**src/rtl/mem_pkg.sv**
```systemverilog
// Shared constants and state encoding for the systolic-array output path.
package mem_pkg;

  localparam int BITS_C_DEF = 16;
  localparam int DIM_DEF    = 8;

  typedef enum logic [1:0] {
    IDLE  = 2'd0,
    FILL  = 2'd1,
    DRAIN = 2'd2
  } deskew_state_e;

endpackage

```
**src/rtl/shift_delay.sv**
```systemverilog
// Enable-gated delay line of DEPTH registers; q is the oldest stage.
module shift_delay #(
  parameter int DEPTH = 1,
  parameter int BITS  = 16
) (
  input  logic            clk,
  input  logic            rst,
  input  logic            en,
  input  logic [BITS-1:0] d,
  output logic [BITS-1:0] q
);

  logic [BITS-1:0] stage_q [DEPTH];
  logic [BITS-1:0] stage_d [DEPTH];

  always_comb begin
    for (int s = 0; s < DEPTH; s++) begin
      stage_d[s] = stage_q[s];
    end
    if (en) begin
      stage_d[0] = d;
      for (int s = 1; s < DEPTH; s++) begin
        stage_d[s] = stage_q[s-1];
      end
    end
  end

  always_ff @(posedge clk) begin
    for (int s = 0; s < DEPTH; s++) begin
      if (rst) stage_q[s] <= '0;
      else     stage_q[s] <= stage_d[s];
    end
  end

  assign q = stage_q[DEPTH-1];

endmodule

```
**src/rtl/memc_deskew.sv**
```systemverilog
// Re-aligns the diagonally skewed result lanes of a DIM x DIM systolic array
// into whole rows, with row tagging and tile-level busy/done framing.
module memc_deskew
  import mem_pkg::*;
#(
  parameter int BITS_C = BITS_C_DEF,
  parameter int DIM    = DIM_DEF
) (
  input  logic                      clk,
  input  logic                      rst,
  input  logic                      en,
  input  logic                      start,
  input  logic [DIM*BITS_C-1:0]     Cin,
  output logic [DIM*BITS_C-1:0]     Cout,
  output logic                      out_valid,
  output logic [$clog2(DIM)-1:0]    row_idx,
  output logic                      busy,
  output logic                      done,
  output logic [1:0]                dbg_state
);

  localparam int CW = $clog2(2*DIM);
  localparam int RW = $clog2(DIM);

  // Lane i enters i steps late, so DIM-i stages line every lane up on one row.
  for (genvar i = 0; i < DIM; i++) begin : g_lane
    shift_delay #(
      .DEPTH (DIM - i),
      .BITS  (BITS_C)
    ) u_dly (
      .clk (clk),
      .rst (rst),
      .en  (en),
      .d   (Cin[i*BITS_C +: BITS_C]),
      .q   (Cout[i*BITS_C +: BITS_C])
    );
  end

  deskew_state_e state_q, state_d;
  logic [CW-1:0] cnt_q, cnt_d;
  logic [RW-1:0] row_idx_q, row_idx_d;
  logic          out_valid_q, out_valid_d;
  logic          busy_q, busy_d;
  logic          done_q, done_d;

  // out_valid is a single-cycle strobe: Cout carries row row_idx exactly in
  // the cycles where it is high; there is no back-pressure.
  always_comb begin
    state_d     = state_q;
    cnt_d       = cnt_q;
    row_idx_d   = row_idx_q;
    busy_d      = busy_q;
    out_valid_d = 1'b0;
    done_d      = 1'b0;
    if (done_q) busy_d = 1'b0;
    if (en) begin
      case (state_q)
        IDLE: begin
          if (start && !busy_q) begin
            state_d = FILL;
            cnt_d   = '0;
            busy_d  = 1'b1;
          end
        end
        FILL: begin
          cnt_d = cnt_q + CW'(1);
          if (cnt_q == CW'(DIM-2)) begin
            state_d     = DRAIN;
            out_valid_d = 1'b1;
            row_idx_d   = '0;
          end
        end
        DRAIN: begin
          cnt_d       = cnt_q + CW'(1);
          out_valid_d = 1'b1;
          row_idx_d   = RW'(cnt_q - CW'(DIM-2));
          if (cnt_q == CW'(2*DIM-3)) begin
            state_d = IDLE;
            done_d  = 1'b1;
          end
        end
        default: state_d = IDLE;
      endcase
    end
  end

  always_ff @(posedge clk) begin
    if (rst) begin
      state_q     <= IDLE;
      cnt_q       <= '0;
      row_idx_q   <= '0;
      out_valid_q <= 1'b0;
      busy_q      <= 1'b0;
      done_q      <= 1'b0;
    end else begin
      state_q     <= state_d;
      cnt_q       <= cnt_d;
      row_idx_q   <= row_idx_d;
      out_valid_q <= out_valid_d;
      busy_q      <= busy_d;
      done_q      <= done_d;
    end
  end

  assign out_valid = out_valid_q;
  assign row_idx   = row_idx_q;
  assign busy      = busy_q;
  assign done      = done_q;
  assign dbg_state = state_q;

endmodule

```
**config.mk**
```make
export PLATFORM = sky130hd
export DESIGN_NAME = memc_deskew
export DESIGN_NICKNAME = d
export VERILOG_FILES = /design/src/rtl/mem_pkg.sv /design/src/rtl/shift_delay.sv /design/src/rtl/memc_deskew.sv
export SDC_FILE = /design/constraint.sdc
export NUM_CORES = 1
export LEC_CHECK = 0
export ABC_AREA = 1
export ABC_CLOCK_PERIOD_IN_PS = 1620
export CORE_MARGIN = 2
export CORE_UTILIZATION = 45
export DETAILED_ROUTE_END_ITERATION = 6
export GPL_ROUTABILITY_DRIVEN = 0
export GPL_TIMING_DRIVEN = 0
export PLACE_DENSITY = 0.66
export SYNTH_ARGS = -nofsm -noshare
export SYNTH_HDL_FRONTEND = slang
export SYNTH_HIERARCHICAL = 1
export SYNTH_SLANG_ARGS = --single-unit
```
**constraint.sdc**
```tcl
create_clock -name clk -period 1.62 [get_ports clk]
set_input_delay 0.486 -clock clk [delete_from_list [all_inputs] [get_ports clk]]
set_output_delay 0.486 -clock clk [all_outputs]
set_load 0.02 [all_outputs]
```
==> reports/qor.yml <==
critical_path:
  crit_cells: 1
  critPathSlowestCell: "dfxtp_2"
  worstPathRequired_ns: 1.13
  path_class: "reg2out"
  reg2regPathDepth: 8
  crit_arrival_ns: 1.10
  critical_path.max_fanout: 2
  start_kind: "flip-flop"
  crit_path_end_kind: "output pin"
  slowest_delay_ns: 0.39
  crit_family: "flip-flops"
  critPathBufInv: 1
  crit_chain: "buf_6"
yosys:
  yosys_register_bits: 588
  synth_edf_count: 0
  synth-warning-count: 6
  syn_inst: 3754
  synth_ff_type: "dfxtp_1"
  yosysSeqAreaShare: 0.475
  syn_area_per_cell_um2: 6.61
  syn_area_mm2: 0.0248
  synth_async_sr_flop_share: 0
  synth_cell_types: 25
  synth.net_count: 3894
global_route:
  track_usage: 0.186
  grt.overflow.total: 0
  grt_pass1_vias: 18300
  antenna_found_initial: 0
  grt_pass1_wl_um: 87500
  grt_start_max_net_pins: 20
place:
  place_hpwl_um: 38000
  place_area_mm2: 0.0283
  portBuffers: 267
  pre_cts_ws_ns: -1.07
  placed_cells: 4725
clock_network:
  cts_root_buf: "clkbuf_16"
  cts_tree: "yes"
  clkSinkCount: 588
  hold_buffers: 0
  cts_buffer_depth: 3
  clkTransAtPathRegs_ns: 0.06
  cts_setup_buffers: 0
  numCtsBuffers: 66
  post_cts_resized: 639
  insertion_delay_ns: 0.58
  h-tree-depth: 3
finish:
  layout-drive-gt1-share: 0.125
  finalNonFillerCells: 4824
  diodes: 0
  syn_to_final_growth_pct: 20.5
  fin_nets: 4213
  fin_util: 0.546
  finalInstanceArea_mm2: 0.0299
job:
  cap_violations: 0
sta:
  maxSlewViolCount: 0
  hold_slack_ns: 0.462
  period_needed_ns: 1.58
  finClkSkew_ns: 0.0203
  worst_pin_slew_ns: 0.865
  hold_viol_final: 0
  rsz0062_at_grt: "no"
  setup_violations: 0
  tns_ns: 0
  max-slew-margin-rel: 0.424
  setup_ws_ns: 0.0365
  clock.fmax_mhz: 632
  min_period_over_period: 0.977
pwr:
  peakVddDrop_mv: 0.687
  p_leak_nw: 15.5
  powerDensity_mw_per_mm2: 1170
  total_power_mw: 34.8
hold_path:
  whs_path_depth: 2
  hold_class: "reg2reg"
route:
  wirelength_um: 52800
  first_pass_iters: 4
  drt_iter0_markers: 861
  wl_per_cell_um: 10.9
  via_per_inst: 4.19
  ant_nets: 0
  drc_errors: 0
  vias: 20200
floorplan:
  coreArea_mm2: 0.0548
  io_pins: 268
  die_area_mm2: 0.0570
  fp.dieW_um: 239
  start_util: 0.453
  std_cell_rows: 86
  fp.dieH_um: 239
run_status:
  outcome: "complete, no violations"
## area by class of cell
type	count	area, um^2
fill	5671	24900
sequential	588	11800
multi-input combinational	2365	9230
inverter	598	2240
timing repair buffer	267	2180
clock buffer	101	2040
buffer	187	1430
tap	704	881
clock inverter	14	77.6
## power by group
part	internal [mW]	switching [mW]
logic	1.82	2.62
registers	15.5	0.495
clock network	8.66	5.77
## routing by layer
layer | wire length (um) | GRT usage | up-vias
met3 | 2100 | 0.0294 | 67
met4 | 1460 | 0.0705 | 0
li1 | - | - | 11300
met1 | 25100 | 0.241 | 8577
met2 | 24100 | 0.312 | 272
met5 | 0 | 0 | -
## worst paths after layout
| path | endpoint | slack [ns] | start |
|---|---|---|---|
| worst max register to register | cnt_q[3] | 0.23 | dbg_state[0] |
| worst min-delay path | row_idx[0] | 0.46 | row_idx[0] |
| worst max-delay path | Cout[9] | 0.04 | g_lane[0].u_dly/stage_q[1][57] |
| worst min register to register | row_idx[0] | 0.46 | row_idx[0] |
## kinds of logic after synthesis
logic type               Yosys count  synth area share
flip-flops                       588             0.475
adder cells (fa/ha/maj)            8           0.00404
buffers and inverters            801             0.153
AND/OR/NAND/NOR                 2346             0.366
AO/OA/AOI/OAI                     11           0.00227
## cell usage after synthesis, types with 2 or more instances
cell      instances  area share
nor2_1         1123        0.17
a21oi_1          10      0.0020
dfxtp_1         588        0.47
buf_8             3      0.0018
inv_1           594       0.090
nand4_1           5      0.0013
buf_12            3      0.0024
clkbuf_8          2      0.0011
clkbuf_1         17      0.0026
nand3_2           2     0.00081
nand3_1           7      0.0014
inv_2             3     0.00045
buf_6            54       0.025
nand2_1        1125        0.17
buf_4            51       0.015
nor2_2           34      0.0086
nand2_4           2     0.00091
ha_1              8      0.0040
buf_2            73       0.015
nand2_2          45       0.011
## cell usage in the layout (no fill, tap or decap), drive strengths merged
| cell type | n |
|---|---|
| o22ai | 1 |
| a21oi | 10 |
| and2 | 1 |
| inv | 599 |
| nand3 | 10 |
| ha | 8 |
| clkdlybuf4s15 | 1 |
| clkbuf | 121 |
| clkinv | 13 |
| nand4 | 5 |
| nand3b | 1 |
| buf | 304 |
| nor2 | 1157 |
| clkdlybuf4s50 | 129 |
| nand2 | 1172 |
| dfxtp | 588 |
## sequential cells by signal (all words and copies together) (netlist names)
register / flops
out_valid: 1
dbg_state: 2
done: 1
cnt_q: 4
row_idx: 3
busy: 1
g_lane.u_dly/stage_q: 576
(Power assumes the default switching activity.)
